--- src/rtl/bsg_manycore_spmd_receiver.sv ---
// Tile-side SPMD program-load endpoint: buffers manycore packets in a 2-entry FIFO,
// turns local stores into memory writes, and releases the core freeze on an unfreeze packet.
module bsg_manycore_spmd_receiver #(
   parameter int mem_size_p   = 1024,
   parameter int data_width_p = 32,
   parameter int addr_width_p = 30,
   parameter int num_rows_p   = 4,
   parameter int num_cols_p   = 4,
   parameter int cnt_width_p  = 16,
   localparam int y_cord_width_lp   = ((num_rows_p + 1) <= 1) ? 1 : $clog2(num_rows_p + 1),
   localparam int x_cord_width_lp   = (num_cols_p <= 1) ? 1 : $clog2(num_cols_p),
   localparam int mask_width_lp     = data_width_p / 8,
   localparam int packet_width_lp   = addr_width_p + 2 + mask_width_lp + data_width_p
                                      + 2 * (x_cord_width_lp + y_cord_width_lp),
   localparam int mem_addr_width_lp = $clog2(mem_size_p / 4)
) (
   input  logic                         clk_i,
   input  logic                         reset_i,
   input  logic [packet_width_lp-1:0]   data_i,
   input  logic                         v_i,
   output logic                         ready_o,
   input  logic [x_cord_width_lp-1:0]   my_x_i,
   input  logic [y_cord_width_lp-1:0]   my_y_i,
   output logic                         mem_v_o,
   output logic [mem_addr_width_lp-1:0] mem_addr_o,
   output logic [data_width_p-1:0]      mem_data_o,
   output logic [mask_width_lp-1:0]     mem_mask_o,
   input  logic                         mem_yumi_i,
   output logic                         freeze_o,
   output logic                         arb_cfg_o,
   output logic [cnt_width_p-1:0]       words_loaded_o,
   output logic                         err_o
);

   typedef struct packed {
      logic [addr_width_p-1:0]    addr;
      logic [1:0]                 op;
      logic [mask_width_lp-1:0]   op_ex;
      logic [data_width_p-1:0]    payload;
      logic [y_cord_width_lp-1:0] src_y_cord;
      logic [x_cord_width_lp-1:0] src_x_cord;
      logic [y_cord_width_lp-1:0] y_cord;
      logic [x_cord_width_lp-1:0] x_cord;
   } packet_s;

   typedef enum logic {FROZEN, RUN} state_e;

   localparam logic [addr_width_p-1:0] mem_words_lp = addr_width_p'(mem_size_p / 4);
   localparam logic [1:0] op_store_lp    = 2'b01;
   localparam logic [1:0] op_unfreeze_lp = 2'b10;

   packet_s    fifo_mem [2];
   logic       wr_ptr, rd_ptr;
   logic [1:0] count;
   logic       full, empty, enq, deq;

   state_e     state;
   packet_s    head;
   logic       hit, is_unfreeze, is_cfg, is_store, is_drop;
   logic       unused_bits;

   // ---- input FIFO: registered, no bypass ----
   assign full    = (count == 2'd2);
   assign empty   = (count == 2'd0);
   assign ready_o = ~reset_i & ~full;
   assign enq     = v_i & ready_o;

   always_ff @(posedge clk_i or posedge reset_i) begin
      if (reset_i) begin
         wr_ptr <= 1'b0;
         rd_ptr <= 1'b0;
         count  <= 2'd0;
      end else begin
         if (enq) wr_ptr <= ~wr_ptr;
         if (deq) rd_ptr <= ~rd_ptr;
         case ({enq, deq})
            2'b10:   count <= count + 2'd1;
            2'b01:   count <= count - 2'd1;
            default: count <= count;
         endcase
      end
   end

   always_ff @(posedge clk_i) begin
      if (enq) fifo_mem[wr_ptr] <= packet_s'(data_i);
   end

   // ---- head decode: destination, unfreeze, cfg word, store, else drop ----
   assign head = fifo_mem[rd_ptr];

   always_comb begin
      hit         = (head.x_cord == my_x_i) && (head.y_cord == my_y_i);
      is_unfreeze = hit && (head.op == op_unfreeze_lp);
      is_cfg      = hit && (head.op == op_store_lp) && (state == RUN)
                    && (head.addr == addr_width_p'(1));
      is_store    = hit && (head.op == op_store_lp) && !is_cfg && (head.addr < mem_words_lp);
      is_drop     = !(is_unfreeze || is_cfg || is_store);
   end

   assign mem_v_o    = ~empty & is_store;
   assign mem_addr_o = head.addr[mem_addr_width_lp-1:0];
   assign mem_data_o = head.payload;
   assign mem_mask_o = head.op_ex;
   // Stores wait for the memory handshake; every other head type retires in one cycle.
   assign deq        = ~empty & (~is_store | mem_yumi_i);

   assign unused_bits = ^{head.src_x_cord, head.src_y_cord};

   // ---- freeze FSM and status registers ----
   always_ff @(posedge clk_i or posedge reset_i) begin
      if (reset_i) begin
         state          <= FROZEN;
         arb_cfg_o      <= 1'b0;
         err_o          <= 1'b0;
         words_loaded_o <= '0;
      end else begin
         if (deq && is_unfreeze) state <= RUN;
         if (deq && is_cfg)      arb_cfg_o <= head.payload[0];
         if (deq && is_drop)     err_o <= 1'b1;
         if (mem_v_o && mem_yumi_i && (state == FROZEN) && !(&words_loaded_o))
            words_loaded_o <= words_loaded_o + cnt_width_p'(1);
      end
   end

   assign freeze_o = (state == FROZEN);

endmodule
--- config.mk ---
export PLATFORM = sky130hd
export DESIGN_NAME = bsg_manycore_spmd_receiver
export DESIGN_NICKNAME = d
export VERILOG_FILES = /design/src/rtl/bsg_manycore_spmd_receiver.sv
export SDC_FILE = /design/constraint.sdc
export NUM_CORES = 1
export LEC_CHECK = 0
export CORE_MARGIN = 2
export CORE_UTILIZATION = 53
export CTS_CLUSTER_SIZE = 10
export DETAILED_ROUTE_END_ITERATION = 16
export HOLD_SLACK_MARGIN = 0.02
export PLACE_DENSITY = 0.84
export SYNTH_ARGS = -nofsm -noshare
export SYNTH_HDL_FRONTEND = slang
export SYNTH_SLANG_ARGS = --single-unit
--- constraint.sdc ---
create_clock -name clk_i -period 6.8 [get_ports clk_i]
set_input_delay 1.02 -clock clk_i [delete_from_list [all_inputs] [get_ports clk_i]]
set_output_delay 1.02 -clock clk_i [all_outputs]
set_load 0.005 [all_outputs]
==> out/qor.yml, run 1 <==
floorplanning:
  initial_core_util_pct: 53.7
  dieWidth_um: 114
  die_h_um: 114
  fp.coreArea_mm2: 0.0119
  io_pins: 152
  die_area_mm2: 0.0130
  rows: 40
route:
  vias_per_cell: 5.37
  drc_errors: 0
  drt_pass1_iterations: 4
  drt_iter0_drc: 301
  wl_per_cell_um: 18.6
  antenna_left: 0
  wl_um: 12500
  num_vias: 3610
finish:
  ff_latch_area_mm2: 0.00496
  diodes: 0
  area_growth_pct: 34.4
  drive_above_1_share_pct: 15.8
  final_cell_mix: "146 x edfxtp_1, 146 x clkdlybuf4s50_1, 43 x mux2_2"
  num-fill-cells: 746
  multi_input_area_mm2: 0.00137
  fin_nets: 601
yosys:
  synth_nets: 443
  syn_area_mm2: 0.00640
  synth_edf_count: 146
  synthCells: 354
  ys_ff_latch: 169
  ys_types: 40
  synth_area_per_cell_um2: 18.1
  ys_seq_area_share_pct: 77.5
  async_flop_share_pct: 13.6
  yosysWarningCount: 0
  synth-main-ff-cell: "edfxtp_1"
sta:
  clock_skew_ns: 0.00699
  clock.fmax_ghz: 0.234
  fin_ws_ns: 2.52
  setup_viol: 0
  whs_ns: 0.495
  layout_min_cycle_time_ns: 4.28
  rsz0062_at_grt: "no"
  final-hold-violation-count: 0
  fin_crit_sh_pct: 62.9
  tightest_slew_ns: 1.01
  slew_headroom_pct: 32.6
  slew_viol_final: 0
  fin_tns_setup_ns: 0
grt:
  grt_max_degree: 74
  grt_pass1_wl_um: 19600
  grt_util_all_layers_pct: 20.4
  grt_overflow: 0
  first_global_vias: 3931
  antenna_found_initial: 0
worst_setup_path:
  startpoint_type: "register"
  crit_chain: "buf_4 > nand2_1 > o32a_1 > nor4b_4 > nand3_1 > nor3_1 > clkdlybuf4s50_1"
  worstPathArrival_ns: 3.26
  cp.required_ns: 5.78
  crit_fanout: 35
  critPathSlowestCell: "dfrtp_2"
  max_stage_delay_ns: 0.78
  critPathTopFamily: "buffers and inverters"
  endpoint_kind: "primary output"
  critPathBufInv: 2
  path_class: "register to primary output"
place:
  io_buffers: 146
  place.gp.congestion: 0.798
  dp_hpwl_um: 8450
  pre_cts_slack_ns: 2.87
power_and_ir_drop:
  ir_worst_vdd_mv: 0.237
  p_leak_nw: 3.04
  pwr_density_cell_mw_per_mm2: 338
clocking:
  ctsResizeCount: 0
  cts_hold_buffers: 0
  cts.sinks: 169
  cts-htree-levels: 4
  cts_tree: "yes"
  cts.reportedPaths.clkPinSlew_ns: 0.06
  cts_setup_buffers: 0
  clk_latency_ns: 0.42
  cts_buffers: 17
  root_buffer: "clkbuf_16"
  clockBufferDepth: 2
run_status:
  outcome: "finished, final reports clean"
min_path:
  worstHoldPathType: "register to register"
run:
  maxCapViolations: 0
[cells in the mapped netlist, drive strengths merged (6+ instances only)]
| cell type | number | area (um^2) |
|---|---|---|
| nor2 | 16 | 60.1 |
| inv | 8 | 30.0 |
| xnor2 | 10 | 87.6 |
| nor3 | 9 | 66.3 |
| edfxtp | 146 | 4380 |
| nand2 | 13 | 48.8 |
| nand4 | 6 | 50.0 |
| mux2i | 6 | 60.1 |
| nor4 | 15 | 100 |
| mux2 | 45 | 510 |
| nand3 | 10 | 50.1 |
| dfrtp | 23 | 576 |
| xor2 | 15 | 131 |
[registers in the layout, indices dropped and copies added, names as in the netlist]
| name | cells |
|---|---|
| arb_cfg_o | 1 |
| count | 2 |
| err_o | 1 |
| fifo_mem | 146 |
| rd_ptr | 1 |
| state | 1 |
| words_loaded_o | 16 |
| wr_ptr | 1 |
[kinds of logic (layout without fill, tap and decap cells)]
kind of cell | Yosys count | count (layout) | share of synthesized area, %
mux | 51 | 51 | 8.91
fa+ha+maj | 2 | 2 | 0.391
xor+xnor | 25 | 25 | 3.42
compound gates | 12 | 12 | 1.37
buf+inv | 17 | 188 | 1.35
simple gates | 78 | 78 | 7.08
flops | 169 | 169 | 77.5
[final cells by class]
class / instances / share of cell area [%]
Clock inverter: 13 / 1.79
Tap cell: 147 / 2.14
Timing Repair Buffer: 148 / 17.2
Sequential cell: 169 / 57.6
Multi-Input combinational cell: 168 / 15.9
Clock buffer: 19 / 5.03
Inverter: 8 / 0.349
[routing by layer]
layer	GRT usage, %	wire (um)	up-vias
met3	8.71	1150	24
met4	8.94	255	0
met1	23.3	4840	1761
met5	0	0	-
li1	-	-	1680
met2	33.7	6270	145
[through the flow]
stage                     util, %  instances  area, um^2  total power [mW]
final                        72.2        672        8610              2.90
after global placement       67.3        640        8020              1.97
after CTS                    72.2        672        8610              2.93
after detailed placement     67.3        640        8020              1.99
after global routing         72.2        672        8610              3.03
after floorplan                 -        354        6400              1.67
[final timing paths]
check | cells past startpoint | slack, ns | from | endpoint
min | 1 | 0.49 | words_loaded_o[14] | words_loaded_o[14]
max in group asynchronous | 2 | 5.07 | reset_i | rd_ptr
max reg2reg | 10 | 3.58 | rd_ptr | count[1]
min reg2reg | 1 | 0.49 | words_loaded_o[14] | words_loaded_o[14]
max | 7 | 2.52 | rd_ptr | mem_v_o
min in group asynchronous | 2 | 1.13 | reset_i | count[1]
[power by group]
part           internal, mW  leakage [nW]  switching [mW]
clock                 0.573         0.272           0.368
combinational         0.362          1.14           0.258
sequential             1.27          1.62          0.0740
total                  2.20          3.04           0.700
No activity file was read; power rests on OpenSTA's default activity.
==> inputs of run 2 (changes only) <==
- CORE_UTILIZATION: 53 -> 49
- PLACE_DENSITY: 0.84 -> 0.79
- clock period: 6.8 -> 4.47 ns (I/O delays scaled with it)
==> out/qor.yml, run 2 (synthesized netlist as in run 1, its figures left out) <==
sta:
  fin_crit_sh_pct: 81.9
  whs_ns: 0.493  # was 0.495 ns
  slew_headroom_pct: 31.6  # was 32.6%
  clock.fmax_ghz: 0.273
  layout_min_cycle_time_ns: 3.66
  fin_tns_setup_ns: 0  # unchanged
  rsz0062_at_grt: "no"  # unchanged
  clock_skew_ns: 0.00664  # was 0.00699 ns
  tightest_slew_ns: 1.03  # was 1.01 ns
  slew_viol_final: 0  # unchanged
  setup_viol: 0  # unchanged
  final-hold-violation-count: 0  # unchanged
  fin_ws_ns: 0.808  # was 2.52 ns
floorplanning:
  die_area_mm2: 0.0140  # was 0.0130 mm^2
  die_h_um: 118  # was 114 um
  initial_core_util_pct: 50.5  # was 53.7%
  rows: 41  # was 40
  dieWidth_um: 118  # was 114 um
  fp.coreArea_mm2: 0.0127  # was 0.0119 mm^2
  io_pins: 152  # unchanged
grt:
  grt_max_degree: 74  # unchanged
  grt_util_all_layers_pct: 18.9  # was 20.4%
  grt_overflow: 0  # unchanged
  grt_pass1_wl_um: 19900  # was 19,600 um
  antenna_found_initial: 0  # unchanged
  first_global_vias: 3885  # was 3,931
worst_setup_path:
  endpoint_kind: "primary output"  # unchanged
  startpoint_type: "register"  # unchanged
  critPathSlowestCell: "dfrtp_2"  # unchanged
  setup.worst_path.end: "mem_v_o"  # unchanged
  worstPathArrival_ns: 2.99  # was 3.26 ns
  critPathBufInv: 2  # unchanged
  rrSetupSlack_ns: 1.53  # was 3.58 ns
  critPathTopFamily: "buffers and inverters"  # unchanged
  crit_cells: 7  # unchanged
  path_class: "register to primary output"  # unchanged
  r2r-end: "count[1]"  # unchanged
  cp.required_ns: 3.80  # was 5.78 ns
  r2r_cells: 8  # was 10
  crit_fanout: 33  # was 35
  crit_path_start: "rd_ptr"  # unchanged
  max_stage_delay_ns: 0.82  # was 0.78 ns
  r2r_start: "rd_ptr"  # unchanged
  crit_chain: "buf_4 > nand2_1 > nor4_1 > nor2_1 > a21oi_1 > nor3_1 > clkdlybuf4s50_1"  # was buf_4 > nand2_1 > o32a_1 > nor4b_4 > nand3_1 > nor3_1 > clkdlybuf4s50_1
power_and_ir_drop:
  power.total_mw: 4.43  # was 2.90 mW
  ir_worst_vdd_mv: 0.326  # was 0.237 mV
  pwr_density_cell_mw_per_mm2: 512  # was 338 mW/mm^2
  p_leak_nw: 3.05  # was 3.04 nW
route:
  drt_pass1_iterations: 4  # unchanged
  wl_um: 12500  # about the same
  antenna_left: 0  # unchanged
  drt_iter0_drc: 294  # was 301
  num_vias: 3609  # was 3,610
  vias_per_cell: 5.18  # was 5.37
  drc_errors: 0  # unchanged
  wl_per_cell_um: 18.0  # was 18.6 um
clocking:
  cts_buffers: 17  # unchanged
  cts-htree-levels: 4  # unchanged
  cts_setup_buffers: 0  # unchanged
  cts.sinks: 169  # unchanged
  ctsResizeCount: 0  # unchanged
  clk_latency_ns: 0.42  # about the same
  root_buffer: "clkbuf_16"  # unchanged
  cts_tree: "yes"  # unchanged
  cts_hold_buffers: 0  # unchanged
  cts.reportedPaths.clkPinSlew_ns: 0.06  # about the same
  clockBufferDepth: 2  # unchanged
run:
  maxCapViolations: 0  # unchanged
min_path:
  worstHoldPathType: "register to register"  # unchanged
finish:
  final_area_mm2: 0.00865  # was 0.00861 mm^2
  num-fill-cells: 895  # was 746
  final_cell_mix: "146 x edfxtp_1, 146 x clkdlybuf4s50_1, 43 x mux2_2"  # unchanged
  largest_register_ffs: 146  # unchanged
  ff_latch_area_mm2: 0.00496  # unchanged
  drive_above_1_share_pct: 16.6  # was 15.8%
  diodes: 0  # unchanged
  area_growth_pct: 35.1  # was 34.4%
  utilization_pct: 68.2  # was 72.2%
  top_register: "fifo_mem"  # unchanged
  reg_top3: "fifo_mem: 146 flops, words_loaded_o: 16 flops, count: 2 flops"  # unchanged
  multi_input_area_mm2: 0.00137  # unchanged
  fin_nets: 601  # unchanged
  instances_no_fill: 697  # was 672
run_status:
  outcome: "finished, final reports clean"  # unchanged
place:
  dp_hpwl_um: 8390  # was 8450 um
  placed_area_mm2: 0.00806  # was 0.00802 mm^2
  place_inst: 665  # was 640
  pre_cts_slack_ns: 1.25  # was 2.87 ns
  io_buffers: 146  # unchanged
  place.gp.congestion: 0.859  # was 0.798
==> run 2: layout make-up <==
class / count / area share [%]
repair buffers: 148 / 17.2
multi-input cells: 168 / 15.8
clock buffers: 17 / 4.92
flip-flops and latches: 169 / 57.4
well taps: 172 / 2.49
inverters: 8 / 0.347
clock inverters: 15 / 1.84
==> run 2: where the power goes <==
group / leakage (nW) / internal, mW / switching [mW] / total, mW
Combinational: 1.15 / 0.556 / 0.385 / 0.941
Clock: 0.283 / 0.831 / 0.611 / 1.44
Sequential: 1.62 / 1.93 / 0.116 / 2.04
Total: 3.05 / 3.31 / 1.11 / 4.43
==> run 2: how the worst min path moves through the flow <==
stage / cells past startpoint / from / endpoint / slack (ns)
floorplan: 1 / err_o / err_o / 0.47
global placement: 1 / arb_cfg_o / arb_cfg_o / 0.47
detailed placement: 1 / err_o / err_o / 0.48
CTS: 1 / words_loaded_o[14] / words_loaded_o[14] / 0.49
global route: 1 / words_loaded_o[14] / words_loaded_o[14] / 0.52
finish: 1 / arb_cfg_o / arb_cfg_o / 0.49
==> run 2: metal layers <==
layer	up-vias	GRT usage (%)	part of all wire (%)
met5	-	0	0
met4	0	7.91	1.6
met3	17	7.82	9.1
met2	134	30.3	49
met1	1772	22.5	40
li1	1686	-	-
